$ cat config.mk
export PLATFORM = sky130hd
export DESIGN_NAME = wm_actuator_driver
export DESIGN_NICKNAME = d
export VERILOG_FILES = /design/src/rtl/wm_pkg.sv /design/src/rtl/wm_agitate_gen.sv /design/src/rtl/wm_actuator_driver.sv
export SDC_FILE = /design/constraint.sdc
export NUM_CORES = 1
export LEC_CHECK = 0
export BUFFER_PORTS_ARGS = -buffer_cell sky130_fd_sc_hd__buf_2
export CAP_MARGIN = 5
export CORE_ASPECT_RATIO = 0.75
export CORE_MARGIN = 3
export CORE_UTILIZATION = 50
export DETAILED_ROUTE_END_ITERATION = 8
export GPL_ROUTABILITY_DRIVEN = 1
export PLACE_DENSITY = 0.69
export SLEW_MARGIN = 5
export SYNTH_ARGS = -nofsm -noshare
export SYNTH_HDL_FRONTEND = slang
export SYNTH_SLANG_ARGS = --single-unit
$ cat constraint.sdc
create_clock -name clkorig -period 3.09 [get_ports clkorig]
set_clock_uncertainty 0.1 [all_clocks]
set_input_delay 0.309 -clock clkorig [delete_from_list [all_inputs] [get_ports clkorig]]
set_output_delay 0.309 -clock clkorig [all_outputs]
set_load 0.005 [all_outputs]
$ cat src/rtl/wm_pkg.sv
// Shared definitions for the washing-machine phase controller and its actuator driver.
// Phase codes, water-select bit positions, driver FSM states and the actuator bundle.
package wm_pkg;

    localparam logic [2:0] PH_OFF           = 3'd0;
    localparam logic [2:0] PH_IDLE          = 3'd1;
    localparam logic [2:0] PH_WASH_FILL     = 3'd2;
    localparam logic [2:0] PH_WASH_AGITATE  = 3'd3;
    localparam logic [2:0] PH_WASH_SPIN     = 3'd4;
    localparam logic [2:0] PH_RINSE_FILL    = 3'd5;
    localparam logic [2:0] PH_RINSE_AGITATE = 3'd6;
    localparam logic [2:0] PH_RINSE_SPIN    = 3'd7;

    localparam int W_HOT  = 1;
    localparam int W_COLD = 0;

    typedef enum logic [1:0] {
        S_IDLE  = 2'd0,
        S_RUN   = 2'd1,
        S_PAUSE = 2'd2,
        S_DONE  = 2'd3
    } state_t;

    // Wash and rinse share the same actuator behaviour, so phases collapse to a kind.
    typedef enum logic [1:0] {
        K_NONE = 2'd0,
        K_FILL = 2'd1,
        K_AGIT = 2'd2,
        K_SPIN = 2'd3
    } kind_t;

    typedef struct packed {
        logic hot;
        logic cold;
        logic fwd;
        logic rev;
        logic spin;
        logic drain;
    } act_t;

    localparam act_t ACT_OFF = '0;

    function automatic kind_t phase_kind(input logic [2:0] ph);
        case (ph)
            PH_WASH_FILL, PH_RINSE_FILL:       return K_FILL;
            PH_WASH_AGITATE, PH_RINSE_AGITATE: return K_AGIT;
            PH_WASH_SPIN, PH_RINSE_SPIN:       return K_SPIN;
            default:                           return K_NONE;
        endcase
    endfunction

    function automatic act_t act_map(input kind_t k, input logic [1:0] w,
                                     input logic agit_fwd, input logic agit_rev);
        act_t a;
        a = ACT_OFF;
        case (k)
            K_FILL: begin
                a.hot  = w[W_HOT];
                a.cold = w[W_COLD];
            end
            K_AGIT: begin
                a.fwd = agit_fwd;
                a.rev = agit_rev;
            end
            K_SPIN: begin
                a.drain = 1'b1;
                a.fwd   = 1'b1;
                a.spin  = 1'b1;
            end
            default: ;
        endcase
        return a;
    endfunction

endpackage

$ cat src/rtl/wm_agitate_gen.sv
// Agitate stroke generator: forward stroke, dead time, reverse stroke, dead time, repeat.
// fwd/rev describe the position the counter takes on the coming edge, so the parent can register them.
module wm_agitate_gen #(
    parameter logic [7:0] HALF = 8'd20,
    parameter logic [7:0] DEAD = 8'd2
) (
    input  logic clk,
    input  logic srst,
    input  logic clear,
    input  logic en,
    input  logic freeze,
    output logic fwd,
    output logic rev
);

    localparam int PW = 10;
    localparam logic [PW-1:0] B_FWD  = {2'b00, HALF};
    localparam logic [PW-1:0] B_OFF1 = B_FWD + {2'b00, DEAD};
    localparam logic [PW-1:0] B_REV  = B_OFF1 + {2'b00, HALF};
    localparam logic [PW-1:0] B_LAST = B_REV + {2'b00, DEAD} - 10'd1;

    logic [PW-1:0] pos_reg;
    logic [PW-1:0] pos_next;

    always_comb begin
        pos_next = pos_reg;
        if (clear) begin
            pos_next = '0;
        end else if (en && !freeze) begin
            pos_next = (pos_reg >= B_LAST) ? '0 : pos_reg + 10'd1;
        end
        fwd = (pos_next < B_FWD);
        rev = (pos_next >= B_OFF1) && (pos_next < B_REV);
    end

    always_ff @(posedge clk) begin
        if (srst) begin
            pos_reg <= '0;
        end else begin
            pos_reg <= pos_next;
        end
    end

endmodule

$ cat src/rtl/wm_actuator_driver.sv
// Actuator driver: times each controller phase, drives valves/motor/pump/lock and
// returns a one-cycle phase_done strobe. Opening the door pauses the phase in place.
module wm_actuator_driver
    import wm_pkg::*;
#(
    parameter int             TW        = 16,
    parameter logic [TW-1:0]  FILL_CYC  = 16'd200,
    parameter logic [TW-1:0]  AGIT_CYC  = 16'd600,
    parameter logic [TW-1:0]  SPIN_CYC  = 16'd300,
    parameter logic [7:0]     AGIT_HALF = 8'd20,
    parameter logic [7:0]     DEAD      = 8'd2
) (
    input  logic          clkorig,
    input  logic          reset,
    input  logic [2:0]    phase,
    input  logic [1:0]    water,
    input  logic          door,
    output logic          hot_valve,
    output logic          cold_valve,
    output logic          motor_fwd,
    output logic          motor_rev,
    output logic          spin_hi,
    output logic          drain_pump,
    output logic          door_lock,
    output logic          phase_done,
    output logic [TW-1:0] time_left
);

    state_t     state_reg;
    logic [2:0] prev_phase_reg;
    act_t       act_reg;

    kind_t new_kind;
    kind_t cur_kind;
    logic  phase_changed;
    logic  agit_fwd;
    logic  agit_rev;

    assign new_kind      = phase_kind(phase);
    assign cur_kind      = phase_kind(prev_phase_reg);
    assign phase_changed = (phase != prev_phase_reg);

    function automatic logic [TW-1:0] dur_of(input kind_t k);
        case (k)
            K_FILL:  return FILL_CYC;
            K_AGIT:  return AGIT_CYC;
            K_SPIN:  return SPIN_CYC;
            default: return '0;
        endcase
    endfunction

    // The stroke position only moves while actually running, so a pause resumes mid-stroke.
    wm_agitate_gen #(
        .HALF (AGIT_HALF),
        .DEAD (DEAD)
    ) u_agit (
        .clk    (clkorig),
        .srst   (reset),
        .clear  (phase_changed),
        .en     (cur_kind == K_AGIT),
        .freeze (state_reg != S_RUN),
        .fwd    (agit_fwd),
        .rev    (agit_rev)
    );

    always_ff @(posedge clkorig) begin
        if (reset) begin
            state_reg      <= S_IDLE;
            prev_phase_reg <= PH_OFF;
            act_reg        <= ACT_OFF;
            door_lock      <= 1'b0;
            phase_done     <= 1'b0;
            time_left      <= '0;
        end else begin
            prev_phase_reg <= phase;
            phase_done     <= 1'b0;
            act_reg        <= ACT_OFF;
            door_lock      <= 1'b0;

            if (phase_changed) begin
                if (new_kind == K_NONE) begin
                    state_reg <= S_IDLE;
                    time_left <= '0;
                end else begin
                    time_left <= dur_of(new_kind);
                    if (door) begin
                        state_reg <= S_PAUSE;
                    end else begin
                        state_reg <= S_RUN;
                        act_reg   <= act_map(new_kind, water, agit_fwd, agit_rev);
                        door_lock <= 1'b1;
                    end
                end
            end else begin
                case (state_reg)
                    S_RUN: begin
                        // The cycle just spent running still counts when the door opens.
                        if (door) begin
                            state_reg <= S_PAUSE;
                            time_left <= (time_left == '0) ? '0 : time_left - 1'b1;
                        end else if (time_left <= {{(TW-1){1'b0}}, 1'b1}) begin
                            state_reg  <= S_DONE;
                            phase_done <= 1'b1;
                            time_left  <= '0;
                        end else begin
                            time_left <= time_left - 1'b1;
                            act_reg   <= act_map(cur_kind, water, agit_fwd, agit_rev);
                            door_lock <= 1'b1;
                        end
                    end
                    S_PAUSE: begin
                        if (!door) begin
                            if (time_left == '0) begin
                                state_reg  <= S_DONE;
                                phase_done <= 1'b1;
                            end else begin
                                state_reg <= S_RUN;
                                act_reg   <= act_map(cur_kind, water, agit_fwd, agit_rev);
                                door_lock <= 1'b1;
                            end
                        end
                    end
                    S_DONE: ;
                    S_IDLE: ;
                    default: state_reg <= S_IDLE;
                endcase
            end
        end
    end

    assign hot_valve  = act_reg.hot;
    assign cold_valve = act_reg.cold;
    assign motor_fwd  = act_reg.fwd;
    assign motor_rev  = act_reg.rev;
    assign spin_hi    = act_reg.spin;
    assign drain_pump = act_reg.drain;

    always_ff @(posedge clkorig) begin
        if (!reset) begin
            assert (FILL_CYC != '0 && AGIT_CYC != '0 && SPIN_CYC != '0 &&
                    AGIT_HALF != '0 && DEAD != '0)
                else $error("wm_actuator_driver: zero duration parameter");
            assert (!(act_reg.fwd && act_reg.rev))
                else $error("wm_actuator_driver: motor forward and reverse both on");
        end
    end

endmodule

After elaboration in Yosys (flattened, before gate mapping)
Cells that the tools add are included.
Widths: inputs -> output; s select.
Storage, ports and cells
  register bits after elaboration: 39
  bits in latches: 0
  bits in writable memories: 0
  ROM bits: 0
  bits of input ports: 8
  logic and storage cells: 107
  memories kept: 0
Operators by class
  $add $sub $neg: 2
  multiply operators: 0
  div/mod/pow operators: 0
  order comparisons: 5
  eq/ne operators: 24
  shift operators: 0
  multiplexer cells: 49
  bitwise logic cells: 0
  reductions and logical operators: 15
Operators with widths (number)
  $mux 16: 5
  $mux 6: 7
  $mux 10: 4
  $pmux 10 s3: 1
  $eq 3x3->1 const B: 8
  $mux 2: 11
  $le 16x1->1 const B: 1
  $logic_not 16->1: 1
  $sub 16x1->16 const B: 1
  $reduce_or 2->1: 7
  $mux 1: 13
  $eq 3x2->1 const B: 4
  $pmux 2 s3: 2
  $pmux 6 s2: 1
  $add 10x1->10 const B: 1
  $eq 2x2->1 const B: 5
  $ge 10x5->1 const B: 1
  $ge 10x6->1 const B: 1
  $lt 10x5->1 const B: 1
  $lt 10x6->1 const B: 1
  $pmux 1 s2: 4
  $eq 2x1->1 const B: 3
  $ne 4x4->1 const B: 1
  $pmux 2 s2: 1
  9 further kinds: 10

Depth between registers and ports, before layout
  depth after elaboration: 14
  gate-level depth with buffers: 9
  depth with buffers taken out: 8

Modules after synthesis
Synthesis repeated with hierarchy kept, for this count alone.
Unflattened totals
  cells, all modules: 276
  area total of the unflattened synthesis: 2362.3 um^2
Modules (own cells, without submodules)
  wm_actuator_driver: instances 1, cells an instance 205, area each 1739.2 um^2, seq. area each 560.5 um^2
  wm_agitate_gen: instances 1, cells an instance 71, area each 623.1 um^2, seq. area each 200.2 um^2

Worst setup path before layout
OpenSTA, ideal clock, no wires.
  kind: register to register
  start point: reg time_left[0]
  end point: reg act_reg, in the netlist motor_fwd
  library setup time: 91 ps
  arrival: 1845 ps
  path slack: 1054 ps
  stages on the path, launching flop included: 9
  path buffers: 0
  period minus slack after synthesis: 2036 ps
  cells stage by stage: dfxtp_1 > inv_1 > ha_1 > nor3b_1 > and3_1 > nand2_1 > o211ai_1 > or3b_1 > a311oi_1
Between the ends
  longest elaborated chain between the ends: 5
  elaborated cells between the ends (all ways): 8
  classes of those cells: order compare (1); mux (6); reduce/logical (1)
Ends and longest elaborated chain
  start: declaration: RTL line wm_actuator_driver.sv:26  | output logic [TW-1:0] time_left
  start signal: assignment: RTL line wm_actuator_driver.sv:85  | time_left <= dur_of(new_kind);
  start signal: assignment: RTL line wm_actuator_driver.sv:100  | time_left <= (time_left == '0) ? '0 : time_left - 1'b1;
  start signal: assignment: RTL line wm_actuator_driver.sv:106  | time_left <= time_left - 1'b1;
  $le 16x1->1 / $logic_not 16->1 (equally long branches): RTL line wm_actuator_driver.sv:101, wm_actuator_driver.sv:113
  $mux 6 (on tied branches): RTL line wm_actuator_driver.sv:101, wm_actuator_driver.sv:113
  $mux 6 (on tied branches): RTL line wm_actuator_driver.sv:98, wm_actuator_driver.sv:112
  $pmux 6 s2 (*): RTL line wm_actuator_driver.sv:95  | case (state_reg)
  $mux 6 (*): RTL line wm_actuator_driver.sv:80  | if (phase_changed) begin
  end signal: assignment: RTL line wm_actuator_driver.sv:90  | act_reg <= act_map(new_kind, water, agit_fwd, agit_rev);
  end signal: assignment: RTL line wm_actuator_driver.sv:107  | act_reg <= act_map(cur_kind, water, agit_fwd, agit_rev);
  end signal: assignment: RTL line wm_actuator_driver.sv:118  | act_reg <= act_map(cur_kind, water, agit_fwd, agit_rev);
  end: declaration: RTL line wm_actuator_driver.sv:31  | act_t act_reg;
Mark *: on every way between the ends. The rest lies on a longest branch, timed or not.
A chain may end at the register's enable or synchronous reset.

Worst setup path in the final report
  start point: reg prev_phase_reg[0]
  end point: reg act_reg, in the netlist motor_fwd
Between the ends
  longest elaborated chain between the ends: 13
  elaborated cells between the ends (all ways): 27
  classes of those cells: order compare (1); eq/ne (9); mux (13); reduce/logical (4)
Ends and longest elaborated chain
  start: declaration: RTL line wm_actuator_driver.sv:30  | logic [2:0] prev_phase_reg;
  start signal: assignment: RTL line wm_actuator_driver.sv:75  | prev_phase_reg <= phase;
  $eq 3x3->1 / $eq 3x2->1 (equally long branches): RTL line wm_pkg.sv:44  | case (ph)
  $reduce_or 2->1: RTL line wm_pkg.sv:44
  $pmux 2 s3: RTL line wm_pkg.sv:44
  $eq 2x2->1: RTL line wm_pkg.sv:56, wm_actuator_driver.sv:60
  $logic_and 1x1->1: RTL line wm_agitate_gen.sv:29  | end else if (en && !freeze) begin
  $mux 10: RTL line wm_agitate_gen.sv:29
  $mux 10: RTL line wm_agitate_gen.sv:27  | if (clear) begin
  $lt 10x5->1: RTL line wm_agitate_gen.sv:32  | fwd = (pos_next < B_FWD);
  $pmux 1 s2: RTL line wm_pkg.sv:56  | case (k)
  $mux 6 (on tied branches): RTL line wm_actuator_driver.sv:113, wm_actuator_driver.sv:101
  $mux 6 (on tied branches): RTL line wm_actuator_driver.sv:112, wm_actuator_driver.sv:98
  $pmux 6 s2: RTL line wm_actuator_driver.sv:95
  $mux 6 (*): RTL line wm_actuator_driver.sv:80
Marks and branches as above.

==> results by group <==
Drt
  – Routed len/inst: 15.3 µm
  – Antenna-violating nets left: 0
  – DRT iter0 DRCs: 290
  – DRC viols: 0
  – Vias/cell: 6.05
  – Routed WL: between 6000 and 7000 µm
  – Drt pass-1 iters: 5
  – Total number of vias: around 2400

Cells and area
  – Finished Layout Cells: 404
  – Layout Nets: 364
  – Share of layout cells above drive strength 1: 15.0%
  – Fill cells: 401
  – Max reg flops: 16
  – Diodes inserted: 0
  – Final core occ: 60.3%
  – Syn-to-layout area delta: 11.6%
  – Final Cell Area: roughly 2800 µm²

Synth
  – Dominant synthesized flop cell: dfxtp_1
  – Post-synthesis mux area share: 3.08%
  – Synthesized instance count: 325
  – Adder-cell share of the synthesized area: 4.98%
  – Synth Area in Compound Gates: between 15 and 20%
  – EDFF count, synth: 0
  – Async set-reset flop share out of synthesis: 0%
  – Mapped Nets: 343
  – Synth cell types: 57
  – Mean post-synth cell area: 7.74 µm²
  – Post-synthesis simple-gate area fraction: a little under a third
  – FF+latch count, synth: 38
  – Mapped Area: roughly 2500 µm²
  – Largest family of logic cells by synthesized area: simple AND/OR/NAND/NOR gates
  – Register area share after synthesis: between 30% and 40%
  – Ys Warns: 0
  – Synth Area in XOR/XNOR: 6.22%

Place
  – GPL Wtd Cong: 0.879
  – Setup WS pre-CTS: 0.581 ns
  – DP HPWL: approximately 4600 µm
  – Cell Area, Placed: 2660 µm²
  – Input/output buffers: 31
  – Placed cells: 396

Pwr
  – Leakage power: 1.10 nW
  – P per Cell Area: about 470 nW/µm²
  – Total Power: 1.31 mW
  – Worst vdd ir: about 0.26 mV

Die
  – IO Pins: 32
  – DIE HEIGHT: 67.4 µm
  – Die ar.: about 6000 µm²
  – Initial Util: between 50% and 60%
  – Die W: about 90 µm
  – Core ar.: 4650 µm²
  – FP Rows: 21

Clocking
  – Post-cts gate resize count: 0
  – CTS tree: built
  – H-Tree Depth: 2
  – Clk pin slew, worst setup/hold paths: 0.08 ns
  – CTS Buf Count: 5
  – Clock root cell: clkbuf_8
  – Hold Buf Count CTS: 0
  – Post-CTS Setup Repair Bufs: 0
  – Clock Sink Count: 38
  – Clock Path Buffers: 2
  – Clock Latency Late Sink: roughly 0.3 ns

Global route
  – Total gr overflow: 0
  – First-pass GRT wire length: 10200 µm
  – Largest net degree at the start of global routing: 21
  – GR Util All Layers: 21.7%
  – Initial antenna violation count: 0
  – Vias in the first global route: 2064

Critical path
  – Crit start category: register
  – Critical Path End Type: register
  – CP Class: register to register
  – CP max stage cell: dfxtp_1
  – Largest stage delay, worst path: 0.57 ns
  – Critical Path AT: 2.62 ns
  – Critical path required time: 3.17 ns
  – CP cell instances: xnor2_1 > nand3_1 > nor2_1 > o211ai_1 > or3b_1 > a311oi_1
  – CP Max Fanout: 8
  – CP delay by family, top: simple AND/OR/NAND/NOR gates
  – Crit path buffers/inverters: 0

STA
  – Final setup TNS: 0 ns
  – Setup ws final: 0.554 ns
  – RSZ-0062 raised after global routing: false
  – Slew @ Worst Pin: ~0.72 ns
  – Max Slew Vio Count: 0
  – Final hold violations: 0
  – Max_slew headroom: 51.3%
  – Setup violators final: 0
  – Final Cycle Share: 82.1%
  – WHS: 0.105 ns
  – F_max: just under 400 MHz
  – Tmin final: 2.54 ns

Hold path
  – Worst min path class: primary input to register

Flow run
  – Max_cap viols: 0

Outcome
  – Status: finished clean
cell usage in the layout, fill, tap and decap left out, types with 9 or more instances in the layout:
| master | Yosys | layout |
|---|---|---|
| nor2_1 | 47 | 47 |
| dfxtp_1 | 38 | 38 |
| buf_2 | 2 | 31 |
| nand2_1 | 22 | 22 |
| o21ai_0 | 20 | 20 |
| a21oi_1 | 18 | 18 |
| nand3_1 | 17 | 17 |
| nor3_1 | 12 | 12 |
| inv_1 | 11 | 11 |
| ha_1 | 10 | 10 |
| xnor2_1 | 9 | 9 |
cell families (layout without fill, tap and decap cells):
logic type      Yosys count  count (layout)
simple gates            147             147
compound gates           75              75
flops                    38              38
buf+inv                  31              53
xor+xnor                 17              17
fa+ha+maj                10              10
mux                       7               7
worst paths after layout:
| path | from | end | slack (ns) | depth (start not counted) |
|---|---|---|---|---|
| min | water[1] | hot_valve$_SDFF_PP0_ | 0.11 | 2 |
| max | prev_phase_reg[0]$_SDFF_PP0_ | motor_fwd$_SDFF_PP0_ | 0.55 | 6 |
| max reg2reg | prev_phase_reg[0]$_SDFF_PP0_ | motor_fwd$_SDFF_PP0_ | 0.55 | 6 |
| min reg2reg | time_left[8]$_SDFFE_PP0P_ | time_left[8]$_SDFFE_PP0P_ | 0.39 | 2 |
power breakdown:
| group | total, mW | internal, mW | switching (mW) |
|---|---|---|---|
| logic | 0.248 | 0.0925 | 0.155 |
| registers | 0.530 | 0.507 | 0.0236 |
| clock network | 0.531 | 0.344 | 0.186 |
| total | 1.31 | 0.944 | 0.365 |
final cells by class:
class	instances	area, µm²	share of cell area, %
Multi-Input combinational cell	256	1610	57.5
Sequential cell	38	761	27.1
Timing Repair Buffer	34	178	6.33
Clock buffer	6	82.6	2.94
Tap cell	57	71.3	2.54
Clock inverter	2	60.1	2.14
Inverter	11	41.3	1.47
synthesized netlist by cell type (2+ instances only):
cell type | count | share of area, %
xnor2_1 | 9 | 3.1
nor2b_1 | 6 | 1.5
and2_1 | 4 | 0.99
dfxtp_1 | 38 | 30
nand2_1 | 22 | 3.3
or3_1 | 5 | 1.2
nand2b_1 | 4 | 0.99
nand3_1 | 17 | 3.4
xor2_1 | 7 | 2.4
buf_4 | 2 | 0.60
clkbuf_1 | 13 | 1.9
o311ai_0 | 2 | 0.70
nand4_1 | 4 | 0.99
o211ai_1 | 5 | 1.5
ha_1 | 10 | 5.0
or3b_1 | 2 | 0.70
buf_6 | 2 | 0.90
and4_1 | 3 | 1.0
o22a_1 | 2 | 0.70
nor3_1 | 12 | 2.4
nor2_1 | 47 | 7.0
a21oi_1 | 18 | 3.6
buf_2 | 2 | 0.40
a31oi_1 | 4 | 0.99
mux2i_1 | 4 | 1.6
a211oi_1 | 3 | 0.90
a221oi_1 | 2 | 0.70
mux2_2 | 2 | 0.90
o21ai_0 | 20 | 4.0
nor4_1 | 3 | 0.75
and3_1 | 4 | 0.99
nand3b_1 | 2 | 0.60
inv_1 | 11 | 1.6
a211o_1 | 2 | 0.70
nor3b_1 | 3 | 0.90
a22oi_1 | 8 | 2.4
metal layers:
layer  vias to the layer above  wire, µm  GRT usage (%)
met5                         -         0              0
met4                         0        55           4.79
met3                         7       466           4.27
met2                       105      2430           29.0
met1                      1128      3230           34.8
li1                       1204         -              -
worst register-to-register path, delay by kind of cell (launching register included):
family | cells | cell delay [ns]
AOI/OAI and AO/OA | 2 | 0.54
xor gates and xnor gates | 1 | 0.21
DFF | 1 | 0.57
and+or+nand+nor | 3 | 1.00
Note: power is estimated with default switching activity, not from simulation.
